<file path="src/rtl/div_seq_flag.sv">
// Iterative restoring unsigned divider, one quotient bit per clock, with
// divide-by-zero detection, a per-result error flag and a sticky error flag.
module div_seq_flag #(
    parameter int         WIDTH  = 8,
    parameter logic [2:0] OP_DIV = 3'b011
) (
    input  logic             clk,
    input  logic             rst,
    input  logic             start,
    input  logic [2:0]       sel,
    input  logic [WIDTH-1:0] dividend,
    input  logic [WIDTH-1:0] divisor,
    input  logic             err_clr,
    output logic             busy,
    output logic             done,
    output logic [WIDTH-1:0] quotient,
    output logic [WIDTH-1:0] remainder,
    output logic             err,
    output logic             err_sticky
);

    // state | meaning
    // IDLE  | waiting for start with sel==OP_DIV
    // RUN   | shifting/subtracting one quotient bit per cycle
    // DONE  | one-cycle done pulse, results valid
    typedef enum logic [1:0] {
        IDLE = 2'd0,
        RUN  = 2'd1,
        DONE = 2'd2
    } state_t;

    localparam int CW = $clog2(WIDTH + 1);

    state_t           state_q, state_d;
    logic [CW-1:0]    cnt_q, cnt_d;
    logic [WIDTH:0]   r_q, r_d;
    logic [WIDTH-1:0] q_q, q_d;
    logic [WIDTH-1:0] div_q, div_d;
    logic [WIDTH-1:0] quot_q, quot_d;
    logic [WIDTH-1:0] rem_q, rem_d;
    logic             err_q, err_d;
    logic             sticky_q, sticky_d;

    logic             accept;
    logic             sticky_set;
    logic [WIDTH+1:0] trial;
    logic             trial_ok;
    logic [WIDTH:0]   r_sh;
    logic [WIDTH:0]   r_next;
    logic [WIDTH-1:0] q_next;

    assign accept = (state_q == IDLE) && start && (sel == OP_DIV);

    // Extra top bit of trial acts as the borrow: set means the subtraction went negative.
    assign trial    = {r_q, q_q[WIDTH-1]} - {2'b00, div_q};
    assign trial_ok = ~trial[WIDTH+1];
    assign r_sh     = {r_q[WIDTH-1:0], q_q[WIDTH-1]};
    assign r_next   = trial_ok ? trial[WIDTH:0] : r_sh;
    assign q_next   = {q_q[WIDTH-2:0], trial_ok};

    always_comb begin
        state_d    = state_q;
        cnt_d      = cnt_q;
        r_d        = r_q;
        q_d        = q_q;
        div_d      = div_q;
        quot_d     = quot_q;
        rem_d      = rem_q;
        err_d      = err_q;
        sticky_set = 1'b0;

        case (state_q)
            IDLE: begin
                if (accept) begin
                    if (divisor == '0) begin
                        quot_d     = '1;
                        rem_d      = dividend;
                        err_d      = 1'b1;
                        sticky_set = 1'b1;
                        state_d    = DONE;
                    end else begin
                        r_d     = '0;
                        q_d     = dividend;
                        div_d   = divisor;
                        cnt_d   = CW'(WIDTH);
                        err_d   = 1'b0;
                        state_d = RUN;
                    end
                end
            end
            RUN: begin
                r_d   = r_next;
                q_d   = q_next;
                cnt_d = cnt_q - CW'(1);
                if (cnt_q == CW'(1)) begin
                    quot_d  = q_next;
                    rem_d   = r_next[WIDTH-1:0];
                    state_d = DONE;
                end
            end
            DONE: begin
                state_d = IDLE;
            end
            default: begin
                state_d = IDLE;
            end
        endcase

        // A new divide-by-zero outranks a simultaneous clear.
        if (sticky_set) begin
            sticky_d = 1'b1;
        end else if (err_clr) begin
            sticky_d = 1'b0;
        end else begin
            sticky_d = sticky_q;
        end
    end

    always_ff @(posedge clk or posedge rst) begin
        if (rst) begin
            state_q  <= IDLE;
            cnt_q    <= '0;
            r_q      <= '0;
            q_q      <= '0;
            div_q    <= '0;
            quot_q   <= '0;
            rem_q    <= '0;
            err_q    <= 1'b0;
            sticky_q <= 1'b0;
        end else begin
            state_q  <= state_d;
            cnt_q    <= cnt_d;
            r_q      <= r_d;
            q_q      <= q_d;
            div_q    <= div_d;
            quot_q   <= quot_d;
            rem_q    <= rem_d;
            err_q    <= err_d;
            sticky_q <= sticky_d;
        end
    end

    assign busy       = (state_q == RUN);
    assign done       = (state_q == DONE);
    assign quotient   = quot_q;
    assign remainder  = rem_q;
    assign err        = err_q;
    assign err_sticky = sticky_q;

endmodule
</file>
<file path="config.mk">
export PLATFORM = sky130hd
export DESIGN_NAME = div_seq_flag
export DESIGN_NICKNAME = d
export VERILOG_FILES = /design/src/rtl/div_seq_flag.sv
export SDC_FILE = /design/constraint.sdc
export NUM_CORES = 1
export LEC_CHECK = 0
export ABC_AREA = 1
export CORE_ASPECT_RATIO = 1.25
export CORE_MARGIN = 3
export CORE_UTILIZATION = 54
export DETAILED_ROUTE_END_ITERATION = 10
export PLACE_DENSITY = 0.8
export SETUP_SLACK_MARGIN = 0.2
export SLEW_MARGIN = 10
export SYNTH_ARGS = -nofsm -noshare
export SYNTH_HDL_FRONTEND = slang
export SYNTH_SLANG_ARGS = --single-unit
</file>
<file path="constraint.sdc">
create_clock -name clk -period 2.2 [get_ports clk]
set_input_delay 0.33 -clock clk [delete_from_list [all_inputs] [get_ports clk]]
set_output_delay 0.33 -clock clk [all_outputs]
set_load 0.01 [all_outputs]
</file>
======== Yosys cells after proc, flatten, opt, wreduce, memory -nomap -nowiden ========
Cells that the tools add are included.
W data, S select, Z words.
cells by class
  add/subtract/negate cells ............... 2
  $mul .................................... 0
  divide/modulo/power cells ............... 0
  magnitude comparators ................... 0
  eq/ne operators ......................... 8
  shifts and indexed selects .............. 0
  mux-type cells .......................... 27
  bitwise logic cells ..................... 2
  reductions and logical operators ........ 11
operators with widths
  operator               count
  $mux W8                8
  $pmux W8 S2            3
  $mux W9                3
  $pmux W9 S2            1
  $sub A10 B8 Y10        1
  $logic_not A8 Y1       1
  $mux W4                2
  $pmux W4 S2            1
  $mux W2                3
  $reduce_and A3 Y1      2
  $mux W1                5
  $eq A4 B1 Y1 const B   1
  $ne A2 B1 Y1 const B   2
  $ne A2 B2 Y1 const B   2
  $pmux W2 S2            1
  $reduce_and A2 Y1      2
  $reduce_and A4 Y1      1
  $reduce_bool A2 Y1     2
  $sub A4 B1 Y4 const B  1
  $eq A3 B2 Y1 const B   1
  $eq A2 B1 Y1 const B   1
  $eq A2 B2 Y1 const B   1
  $logic_and A1 B1 Y1    2
  $logic_not A2 Y1       1
  $not A1 Y1             2
storage, ports and cells
  flip-flop bits (word level) ............. 49
  latch bits .............................. 0
  memory bits (writable) .................. 0
  bits in read-only memories .............. 0
  bits of input ports ..................... 23
  logic and storage cells ................. 59
  memories kept ........................... 0

======== Logic depth before layout (Yosys ltp) ========
Gate-level depths: netlist of run 1.
  word-level depth ........................ 6
  depth in mapped cells ................... 14
  depth with buffers taken out ............ 14

======== Worst setup path before layout of run 1 ========
No wires, ideal clock.
  path kind ............................... reg2reg
  start ................................... reg r_q[3]
  end ..................................... reg rem_q[1] (netlist: remainder[1])
  library setup time ...................... 0.113 ns
  arrival ................................. 1.630 ns
  required time ........................... 2.087 ns
  path slack .............................. 0.457 ns
  cell stages (with the launch flop) ...... 12
  period minus slack after synthesis ...... 1.743 ns
  path through ............................ dfrtp_1 ha_1 a21oi_1 nand2_1 nand2_1 nand3_1 nand2_1 nand2_4 nand3_1 nand3_1 nand2_1 inv_1
on the way
  cells in the longest elaborated chain, start to end .. 4
ends and longest elaborated chain
  item                      RTL line  RTL
  start: declaration        36        logic [WIDTH:0] r_q, r_d;
  start signal: assignment  133       r_q <= r_d;
  $sub A10 B8 Y10           55        assign trial = {r_q, q_q[WIDTH-1]} - {2'b00, div_q};
  $mux W9                   58        assign r_next = trial_ok ? trial[WIDTH:0] : r_sh;
  $mux W8                   95        if (cnt_q == CW'(1)) begin
  $pmux W8 S2               72        case (state_q)
  end signal: assignment    137       rem_q <= rem_d;
  end: declaration          40        logic [WIDTH-1:0] rem_q, rem_d;
Every way passes these cells. The select of a mux whose other input is x is not followed.
A chain may end at the register's enable or synchronous reset.

======== Final worst setup path of run 1 ========
  start ................................... reg r_q[4]
  end ..................................... reg rem_q[2] (netlist: remainder[2])
The elaborated chain is that of the path after synthesis.

==> results by group, run 1 <==
Outcome
  – Result of the run: finished, final reports clean

Power and ir drop
  – Static leakage: 0.00161 µW
  – Clock power frac: 0.102
  – Max rail drop VDD: 0.832 mV
  – Comb pwr share: 0.603
  – Part of the total power dissipated in sequential elements: 0.295
  – Fraction of power spent switching nets: 0.456
  – Pwr dens: 1500 nW/µm²
  – Switching power summed over all nets: 2360 µW
  – P_int: 2820 µW

CTS
  – Root buf cell: sky130_fd_sc_hd__clkbuf_8
  – Clock tree from TritonCTS: built
  – Source-to-sink clock delay at the later pin of the worst-skew pair: 290 ps
  – Sink Count: 49
  – Inserted Clock Buffers: 5
  – Hold bufs inserted after CTS: 0
  – Clock slew at reported path FFs: 90 ps
  – H-tree depth: 2
  – Clock buffer depth: 2

Synth
  – Average footprint of a synthesized cell: 7.92 µm²
  – Post-Syn Instances: 346
  – Distinct cell type count after synthesis: 33
  – Area fraction of the dominant cell type after synthesis: 0.447
  – Post-synthesis cell area: 2740 µm²
  – Yosys warnings: 0
  – Post-Synthesis Net Count: 380
  – Synthesis-stage register bit count: 49
  – Sequential area share after synthesis: 0.447
  – Largest area contributor in the netlist: sky130_fd_sc_hd__dfrtp_1
  – Main area contributors after synthesis: sky130_fd_sc_hd__dfrtp_1, sky130_fd_sc_hd__nand2_1, sky130_fd_sc_hd__nand3_1

Die
  – Horizontal die dimension: 69.7 µm
  – Number of top-level pins: 43
  – Cell row count: 28
  – CORE AREA: 4830 µm²
  – Die outline area: 5970 µm²
  – Die Y-Extent: 85.7 µm
  – Starting density of the core: 0.567

Routing
  – Total number of vias: 2394
  – Number of nets with antenna violations after routing: 0
  – Average wire length per cell after detail routing: 14.1 µm
  – Total wire length: 6360 µm
  – Iteration-0 DRC Markers: 156
  – Via-per-instance ratio: 5.30
  – Remaining DRCs: 0
  – Detailed Routing Iterations Pass 1: 4

Finish
  – Syn-to-layout area delta: 25.6%
  – Finished Layout Cells: 452
  – Final-layout fill cell count: 383
  – Number of inserted diodes: 0
  – Commonest non-fill, non-tap cells in the layout: sky130_fd_sc_hd__nand2_1, sky130_fd_sc_hd__dfrtp_1, sky130_fd_sc_hd__clkdlybuf4s50_1
  – Area of all placed cells without fillers: 3440 µm²
  – Number of nets in the layout: 426
  – Area of the multi-input gates: 1390 µm²
  – Commonest non-fill, non-tap cell in the layout: sky130_fd_sc_hd__nand2_1
  – Register area: 1230 µm²
  – Share of post-route cells with drive strength above 1: 0.145

GRT
  – Initial antenna violation count: 0
  – Number of global-route vias before repair: 2453
  – Total grt overflow: 0
  – Maximum number of pins on one net before global-route repair: 34
  – Global routing usage summed across all routing layers: 0.226
  – First-pass GRT wire length: 11000 µm

Timing
  – Final Critical Period: 1900 ps
  – RSZ-0062 raised after global routing: true
  – Max Freq: 525 MHz
  – Total setup violations reported at the end of the flow: 0
  – Transition time of the tightest slew-check pin: 390 ps
  – Final Max Tran Viols: 0
  – Worst setup margin: 297 ps
  – Accumulated negative setup slack: 0 ps
  – Tcrit/Tclk final: 0.865
  – Worst slew margin: 0.739
  – Post-route worst hold slack: 326 ps
  – Final Hold Vio Count: 0
  – Final clock skew: 7.38 ps

Place
  – Setup WS pre-CTS: 238 ps
  – Number of cells after detailed placement: 444
  – Weighted congestion at the end of routability-driven global placement: 0.844
  – IO Port Bufs: 42
  – Post-DP HPWL: 4700 µm
  – Standard cell area after detailed placement: 3220 µm²

Setup path
  – Critical path cell sequence: ha_2, nand2_2, nor2_2, nand3_2, nand3_2, nand2_2, nand2_4, nand3_1, nand3_1, nand2_1, inv_1
  – Data arrival time of the worst path: 2140 ps
  – Start-to-end type of the worst setup path: flip-flop to flip-flop
  – Data required, critical path: 2440 ps
  – Category of cells accounting for the largest share of critical-path delay: simple AND/OR/NAND/NOR gates
  – Highest net fanout along the worst path: 10
  – Highest cell delay on the worst timing path: 430 ps
  – Buffers plus inverters on the worst setup path: 1
  – Sort of element at the end of the critical path: flip-flop
  – Critical Path Start Type: flip-flop
  – Slowest CP cell: sky130_fd_sc_hd__dfrtp_1

Worst hold path
  – Hold/Removal Path Class: primary input to asynchronous set/reset pin

Run
  – Max-cap viol count: 0
[power groups by stage]
stage / clock network (µW) / logic [µW] / registers [µW]
detailed placement: 0 / 2780 / 1520
finish: 528 / 3130 / 1530
global route: 568 / 3530 / 1570
global placement: 0 / 2710 / 1510
CTS: 539 / 2830 / 1500
floorplan: 0 / 1980 / 1520
[path summary, 6_finish.rpt]
path / depth (start not counted) / startpoint / end / slack, ps
max: 11 / r_q[4] / remainder[2] / 300
min: 2 / rst / div_q[0] / 330
max reg2reg: 11 / r_q[4] / remainder[2] / 300
min reg2reg: 2 / div_q[0] / div_q[0] / 490
max in group asynchronous: 3 / rst / r_q[4] / 1370
min in group clk: 2 / div_q[0] / div_q[0] / 490
[stage by stage]
stage | util | total power [µW]
2_1_floorplan | - | 3500
3_3_place_gp | 0.666 | 4210
3_5_place_dp | 0.666 | 4310
4_1_cts | 0.684 | 4870
5_1_grt | 0.712 | 5670
6_report | 0.712 | 5180
[cell families after synthesis]
kind of cell | synth area share
AO/OA/AOI/OAI | 0.101
XOR/XNOR | 0.0128
adder cells (fa/ha/maj) | 0.0529
buffers and inverters | 0.0922
flip-flops | 0.447
AND/OR/NAND/NOR | 0.293
[timing repair]
action                                  CTS  global route
gates resized for setup                   0            28
setup buffers                             0             1
endpoints found under the setup margin    0            15
[cells in the mapped netlist]
library cell               count
sky130_fd_sc_hd__inv_2         2
sky130_fd_sc_hd__a21oi_1      12
sky130_fd_sc_hd__dfrtp_1      49
sky130_fd_sc_hd__nand2_1      83
sky130_fd_sc_hd__or2_1         3
sky130_fd_sc_hd__nor2_8        1
sky130_fd_sc_hd__o22ai_1       2
sky130_fd_sc_hd__nand2_2       1
sky130_fd_sc_hd__ha_1         10
sky130_fd_sc_hd__fa_1          1
sky130_fd_sc_hd__nand4_1       5
sky130_fd_sc_hd__xnor2_1       1
sky130_fd_sc_hd__xor2_1        3
sky130_fd_sc_hd__nand3_1      43
sky130_fd_sc_hd__inv_1        44
sky130_fd_sc_hd__nand2_4       3
sky130_fd_sc_hd__or2_2         5
sky130_fd_sc_hd__buf_2         4
sky130_fd_sc_hd__inv_4         1
sky130_fd_sc_hd__o221ai_1      1
sky130_fd_sc_hd__o21ai_1       1
sky130_fd_sc_hd__buf_8         1
sky130_fd_sc_hd__o21ai_2       1
sky130_fd_sc_hd__a31oi_1       8
sky130_fd_sc_hd__nor2_1       26
sky130_fd_sc_hd__nor2_4        2
sky130_fd_sc_hd__buf_6         2
sky130_fd_sc_hd__clkbuf_1      2
sky130_fd_sc_hd__nand3_2       1
sky130_fd_sc_hd__nand2b_1      1
sky130_fd_sc_hd__clkinv_4      1
sky130_fd_sc_hd__o211ai_1      1
sky130_fd_sc_hd__o21ai_0      25
[worst register-to-register path, stage by stage, from the launching register on]
cell and delay, ps:
sky130_fd_sc_hd__dfrtp_1 430, sky130_fd_sc_hd__ha_2 390, sky130_fd_sc_hd__nand2_2 80, sky130_fd_sc_hd__nor2_2 160, sky130_fd_sc_hd__nand3_2 110, sky130_fd_sc_hd__nand3_2 110, sky130_fd_sc_hd__nand2_2 60, sky130_fd_sc_hd__nand2_4 140
sky130_fd_sc_hd__nand3_1 140, sky130_fd_sc_hd__nand3_1 120, sky130_fd_sc_hd__nand2_1 50, sky130_fd_sc_hd__inv_1 40
[state kept, by name (all words and copies together) (netlist names), 2 cells and up]
register / count
cnt_q: 4
div_q: 8
q_q: 8
quotient: 8
r_q: 9
remainder: 8
state_q: 2
[layout make-up]
type	count	share of cell area
Multi-Input combinational cell	240	0.404
Sequential cell	49	0.356
Timing Repair Buffer	48	0.139
Inverter	48	0.0545
Clock buffer	7	0.0251
Tap cell	60	0.0218
[per-layer routing]
metal	GRT usage	wire length, µm
met5	0	0
met4	0.0557	55
met3	0.0340	197
met2	0.409	3370
met1	0.284	2740
Note: power is estimated with default switching activity, not from simulation.
==> run 2: changes to the inputs <==
--- a/config.mk
+++ b/config.mk
@@ -9,8 +9,10 @@
 export CORE_ASPECT_RATIO = 1.25
 export CORE_MARGIN = 3
 export CORE_UTILIZATION = 54
+export CTS_CLUSTER_DIAMETER = 40
 export DETAILED_ROUTE_END_ITERATION = 10
-export PLACE_DENSITY = 0.8
+export GPL_ROUTABILITY_DRIVEN = 0
+export PLACE_DENSITY = 0.82
 export SETUP_SLACK_MARGIN = 0.2
 export SLEW_MARGIN = 10
 export SYNTH_ARGS = -nofsm -noshare
==> results by group, run 2 (synthesis results as in run 1) <==
CTS
  – Clock slew at reported path FFs: 90 ps (about the same)
  – Source-to-sink clock delay at the later pin of the worst-skew pair: 300 ps (about the same)
  – Root buf cell: sky130_fd_sc_hd__clkbuf_8
  – Inserted Clock Buffers: 5 (unchanged)
  – H-tree depth: 2 (unchanged)
  – Clock tree from TritonCTS: built
  – Clock buffer depth: 2 (unchanged)
  – Sink Count: 49 (unchanged)

Setup path
  – Start-to-end type of the worst setup path: flip-flop to primary output
  – Highest cell delay on the worst timing path: 600 ps (+170 ps)
  – Sort of element at the end of the critical path: primary output
  – Critical path cell sequence: inv_2, nor2_4, clkdlybuf4s50_1
  – Slowest CP cell: sky130_fd_sc_hd__clkdlybuf4s50_1
  – Data arrival time of the worst path: 1630 ps (-510 ps)
  – Critical Path Start Type: flip-flop
  – Highest net fanout along the worst path: 5 (-5)
  – Data required, critical path: 1870 ps (-570 ps)

Routing
  – Total number of vias: 2447 (+2.2%)
  – Iteration-0 DRC Markers: 157 (+0.64%)
  – Average wire length per cell after detail routing: 14.2 µm (+0.81%)
  – Total wire length: 6470 µm (+1.7%)
  – Number of nets with antenna violations after routing: 0 (unchanged)
  – Remaining DRCs: 0 (unchanged)
  – Detailed Routing Iterations Pass 1: 4 (unchanged)
  – Via-per-instance ratio: 5.37 (+1.3%)

Die
  – CORE AREA: 4830 µm² (unchanged)
  – Cell row count: 28 (unchanged)
  – Die outline area: 5970 µm² (unchanged)
  – Die Y-Extent: 85.7 µm (unchanged)
  – Horizontal die dimension: 69.7 µm (unchanged)
  – Number of top-level pins: 43 (unchanged)
  – Starting density of the core: 0.567 (unchanged)

Finish
  – Commonest non-fill, non-tap cell in the layout: sky130_fd_sc_hd__nand2_1
  – Number of nets in the layout: 429 (+0.70%)
  – Max FFs per register: 9 (unchanged)
  – Most flops, register: r_q
  – Finished Layout Cells: 456 (+0.88%)
  – Commonest non-fill, non-tap cells in the layout: sky130_fd_sc_hd__nand2_1, sky130_fd_sc_hd__dfrtp_1, sky130_fd_sc_hd__inv_1, sky130_fd_sc_hd__clkdlybuf4s50_1, sky130_fd_sc_hd__nand3_1
  – Area of all placed cells without fillers: 3430 µm² (-0.25%)
  – Share of post-route cells with drive strength above 1: 0.124 (-0.0217)
  – Syn-to-layout area delta: 25.3%
  – Number of inserted diodes: 0 (unchanged)

Worst hold path
  – Hold/Removal Path Class: primary input to asynchronous set/reset pin

Power and ir drop
  – Static leakage: 0.00161 µW (about the same)
  – Fraction of power spent switching nets: 0.451 (-0.00484)
  – Pwr dens: 1500 nW/µm² (-0.19%)
  – Clock power frac: 0.100 (-0.002)
  – Design Power: 5160 µW (-0.44%)
  – Switching power summed over all nets: 2330 µW (-1.5%)
  – Comb pwr share: 0.604 (about the same)
  – P_int: 2830 µW (+0.45%)
  – Part of the total power dissipated in sequential elements: 0.296 (about the same)
  – Max rail drop VDD: 0.698 mV (-16%)

Run
  – Max-cap viol count: 0 (unchanged)

Timing
  – Final Critical Period: 1960 ps (+61.0 ps)
  – Max Freq: 509 MHz (-3.1%)
  – Post-route worst hold slack: 370 ps (+43.9 ps)
  – Final clock skew: 7.69 ps (+0.314 ps)
  – Accumulated negative setup slack: 0 ps (unchanged)
  – Transition time of the tightest slew-check pin: 412 ps (+21.5 ps)
  – Final Max Tran Viols: 0 (unchanged)
  – Final Hold Vio Count: 0 (unchanged)
  – Worst slew margin: 0.722 (-0.0169)
  – RSZ-0062 raised after global routing: true
  – Total setup violations reported at the end of the flow: 0 (unchanged)
  – Tcrit/Tclk final: 0.893 (+0.0277)

GRT
  – Number of global-route vias before repair: 2331 (-5.0%)
  – Global routing usage summed across all routing layers: 0.221 (-0.00485)
  – Total grt overflow: 0 (unchanged)
  – First-pass GRT wire length: 10600 µm (-3.1%)
  – Met2 track utilization from global routing: 0.389 (-0.0200)
  – Maximum number of pins on one net before global-route repair: 50 (+47%)
  – Layer with the highest usage after global routing: met2
  – Met3 track demand over resource in global routing: 0.0340 (unchanged)
  – GRT met1 Usage: 0.276 (-0.00729)
  – Initial antenna violation count: 0 (unchanged)

Place
  – Post-DP HPWL: 4630 µm (-1.5%)
  – Number of cells after detailed placement: 444 (unchanged)
  – IO Port Bufs: 42 (unchanged)
  – Standard cell area after detailed placement: 3220 µm² (unchanged)

Outcome
  – Result of the run: finished, final reports clean
-- run 2: layout make-up --
class                   count  area [µm²]
fillers                   400        1400
multi-input cells         240        1360
flip-flops and latches     49        1230
repair buffers             51         500
inverters                  48         188
clock buffers               7        76.3
well taps                  60        75.1
clock inverters             1        7.51
-- run 2: layer usage --
layer | routed length [µm] | up-vias | part of all wire
li1 | - | 1219 | -
met1 | 2750 | 1159 | 0.43
met2 | 3370 | 55 | 0.52
met3 | 200 | 14 | 0.031
met4 | 150 | 0 | 0.023
met5 | 0 | - | 0
-- run 2: power groups by stage --
stage               Clock (µW)  Combinational (µW)  Sequential (µW)
global route               565                3490             1570
CTS                        525                2810             1500
finish                     517                3110             1530
global placement             0                2710             1510
detailed placement           0                2780             1520
floorplan                    0                1980             1520
-- run 2: worst paths after layout --
kind,startpoint,endpoint,slack (ps),cells past startpoint
min in group clk,err,err,500,2
worst max register to register,div_q[3],remainder[2],300,14
worst max-delay path,state_q[0],busy,240,3
worst min register to register,err,err,500,2
worst min-delay path,rst,cnt_q[0],370,3
max in group asynchronous,rst,r_q[3],1580,3
-- run 2: critical path: cells and delay by family (launching register included) --
kind                   cells  cell delay (ps)
buffers and inverters      2              670
flip-flops                 1              390
AND/OR/NAND/NOR            1              260
-- run 2: what timing repair did --
| action | in CTS | in global routing |
|---|---|---|
| setup buffers | 0 | 4 |
| endpoints found under the setup margin | 0 | 17 |
| resized for setup | 0 | 19 |
| hold buffers | 0 | 0 |
| hold endpoints to repair | 0 | 0 |
-- run 2: metrics by stage --
stage                util  setup slack, ps
floorplan               -              457
global placement    0.666              255
detailed placement  0.666              211
CTS                 0.684              209
global route        0.710              159
finish              0.710              236
==> run 3: changes to the inputs <==
--- a/config.mk
+++ b/config.mk
@@ -6,13 +6,13 @@
 export NUM_CORES = 1
 export LEC_CHECK = 0
 export ABC_AREA = 1
-export CORE_ASPECT_RATIO = 1.25
-export CORE_MARGIN = 3
-export CORE_UTILIZATION = 54
+export CORE_ASPECT_RATIO = 1.75
+export CORE_MARGIN = 2
+export CORE_UTILIZATION = 42
 export CTS_CLUSTER_DIAMETER = 40
 export DETAILED_ROUTE_END_ITERATION = 10
 export GPL_ROUTABILITY_DRIVEN = 0
-export PLACE_DENSITY = 0.82
+export PLACE_DENSITY = 0.67
 export SETUP_SLACK_MARGIN = 0.2
 export SLEW_MARGIN = 10
 export SYNTH_ARGS = -nofsm -noshare
==> results by group, run 3 (synthesis results as in run 1) <==
Setup path
  – Category of cells accounting for the largest share of critical-path delay: simple AND/OR/NAND/NOR gates
  – Sort of element at the end of the critical path: flip-flop
  – Buffers plus inverters on the worst setup path: 2 (unchanged)
  – Highest net fanout along the worst path: 10 (+5)
  – Critical Path Start Type: flip-flop
  – Data required, critical path: 2420 ps (+550 ps)
  – Highest cell delay on the worst timing path: 450 ps (-150 ps)
  – Data arrival time of the worst path: 2130 ps (+500 ps)
  – CP dominant cell by count: sky130_fd_sc_hd__nand2_1
  – Critical path cell sequence: ha_4, nand2_1, inv_1, nand2_1, nand2_1, nand2_1, nand4_1, nand2_4, nand3_1, nand3_1, nand2_1, inv_1
  – Slowest CP cell: sky130_fd_sc_hd__dfrtp_2
  – Start-to-end type of the worst setup path: flip-flop to flip-flop

Finish
  – Share of post-route cells with drive strength above 1: 0.132 (+0.00824)
  – Number of inserted diodes: 0 (unchanged)
  – Max FFs per register: 9 (unchanged)
  – Commonest non-fill, non-tap cell in the layout: sky130_fd_sc_hd__nand2_1
  – Commonest non-fill, non-tap cells in the layout: sky130_fd_sc_hd__nand2_1, sky130_fd_sc_hd__dfrtp_1, sky130_fd_sc_hd__clkdlybuf4s50_1
  – Final-layout fill cell count: 630 (+57%)
  – Syn-to-layout area delta: 29.3%
  – Most flops, register: r_q
  – Final cell utilization of the core: 0.550 (-0.160)
  – Number of nets in the layout: 427 (-0.47%)

Place
  – Post-DP HPWL: 4900 µm (+5.8%)
  – IO Port Bufs: 42 (unchanged)

Routing
  – Remaining DRCs: 0 (unchanged)
  – Number of nets with antenna violations after routing: 0 (unchanged)
  – Average wire length per cell after detail routing: 13.7 µm (-3.3%)
  – Via-per-instance ratio: 5.00 (-6.9%)
  – Iteration-0 DRC Markers: 122 (-22%)
  – Total wire length: 6530 µm (+0.93%)
  – Detailed Routing Iterations Pass 1: 4 (unchanged)
  – Total number of vias: 2379 (-2.8%)

Worst hold path
  – Hold/Removal Path Class: primary input to asynchronous set/reset pin

Timing
  – RSZ-0062 raised after global routing: false
  – Max Freq: 526 MHz (+3.3%)
  – Transition time of the tightest slew-check pin: 396 ps (-15.8 ps)
  – Final Critical Period: 1900 ps (-62.8 ps)
  – Total setup violations reported at the end of the flow: 0 (unchanged)
  – Accumulated negative setup slack: 0 ps (unchanged)
  – Worst slew margin: 0.733 (+0.0106)
  – Final Hold Vio Count: 0 (unchanged)
  – Final clock skew: 9.82 ps (+2.12 ps)
  – Tcrit/Tclk final: 0.864 (-0.0285)
  – Final Max Tran Viols: 0 (unchanged)

GRT
  – Initial antenna violation count: 0 (unchanged)
  – First-pass GRT wire length: 11100 µm (+4.6%)
  – Total grt overflow: 0 (unchanged)
  – Global routing usage summed across all routing layers: 0.198 (-0.0232)
  – Number of global-route vias before repair: 2399 (+2.9%)
  – Maximum number of pins on one net before global-route repair: 50 (unchanged)

CTS
  – Source-to-sink clock delay at the later pin of the worst-skew pair: 290 ps (about the same)
  – Clock tree from TritonCTS: built
  – Clock buffer depth: 2 (unchanged)
  – Clock slew at reported path FFs: 70 ps (-20 ps)
  – Sink Count: 49 (unchanged)
  – Inserted Clock Buffers: 5 (unchanged)
  – H-tree depth: 2 (unchanged)
  – Root buf cell: sky130_fd_sc_hd__clkbuf_16

Die
  – Horizontal die dimension: 65.1 µm (-6.7%)
  – Number of top-level pins: 43 (unchanged)
  – Die outline area: 7210 µm² (+21%)
  – Die Y-Extent: 111 µm (+29%)
  – Starting density of the core: 0.426 (-0.141)
  – CORE AREA: 6440 µm² (+33%)
  – Cell row count: 39 (+39%)

Power and ir drop
  – Static leakage: 0.00165 µW (+2.5%)
  – Max rail drop VDD: 0.802 mV (+15%)
  – Pwr dens: 1550 nW/µm² (+3.4%)

Run
  – Max-cap viol count: 0 (unchanged)

Outcome
  – Result of the run: finished, final reports clean
## run 3: per-layer routing
layer,GRT usage,vias up,wire length [µm]
met1,0.221,1111,2580
met4,0.0958,0,201
li1,-,1209,-
met2,0.357,45,3560
met5,0,-,0
met3,0.0264,14,192
## run 3: what timing repair did
| action | in CTS | in global routing |
|---|---|---|
| pin swaps | 1 | 2 |
| endpoints found under the setup margin | 1 | 9 |
| setup buffers | 2 | 0 |
| resized for setup | 0 | 22 |
| hold buffers | 0 | 0 |
## run 3: final cells by class
| type | count | area, µm² | share of cell area |
|---|---|---|---|
| clock buffer | 5 | 125 | 0.0353 |
| clock inverter | 3 | 47.5 | 0.0134 |
| inverter | 48 | 190 | 0.0537 |
| multi-input combinational | 240 | 1370 | 0.385 |
| sequential | 49 | 1230 | 0.347 |
| tap | 82 | 103 | 0.0289 |
| timing repair buffer | 49 | 485 | 0.137 |
## run 3: worst min-delay path, stage by stage
cell and delay, ps:
sky130_fd_sc_hd__clkdlybuf4s50_1 410, sky130_fd_sc_hd__inv_2 70, sky130_fd_sc_hd__buf_12 240
## run 3: power breakdown
group | internal [µW] | leakage [µW] | switching [µW]
clock network | 545 | 0.0000848 | 346
logic | 1300 | 0.000993 | 1770
registers | 1290 | 0.000576 | 247
total | 3140 | 0.00165 | 2370
## run 3: stage by stage
stage / instance area (µm²) / total power (µW) / std cells / hold WS, ps / setup WS [ps]
2_1_floorplan: 2740 / 3500 / 346 / 426 / 457
3_3_place_gp: 3250 / 4270 / 466 / 477 / 257
3_5_place_dp: 3250 / 4340 / 466 / 483 / 210
4_1_cts: 3440 / 5290 / 476 / 400 / 223
5_1_grt: 3540 / 6000 / 476 / 432 / 196
6_report: 3540 / 5500 / 476 / 381 / 298
## run 3: worst paths after layout
check	from	to	slack, ps	cells after the start
max	r_q[3]	remainder[2]	300	12
max reg2reg	r_q[3]	remainder[2]	300	12
min in group clk	cnt_q[3]	cnt_q[3]	500	2
min	rst	state_q[0]	380	3
max in group asynchronous	rst	r_q[4]	1570	3
min reg2reg	cnt_q[3]	cnt_q[3]	500	2
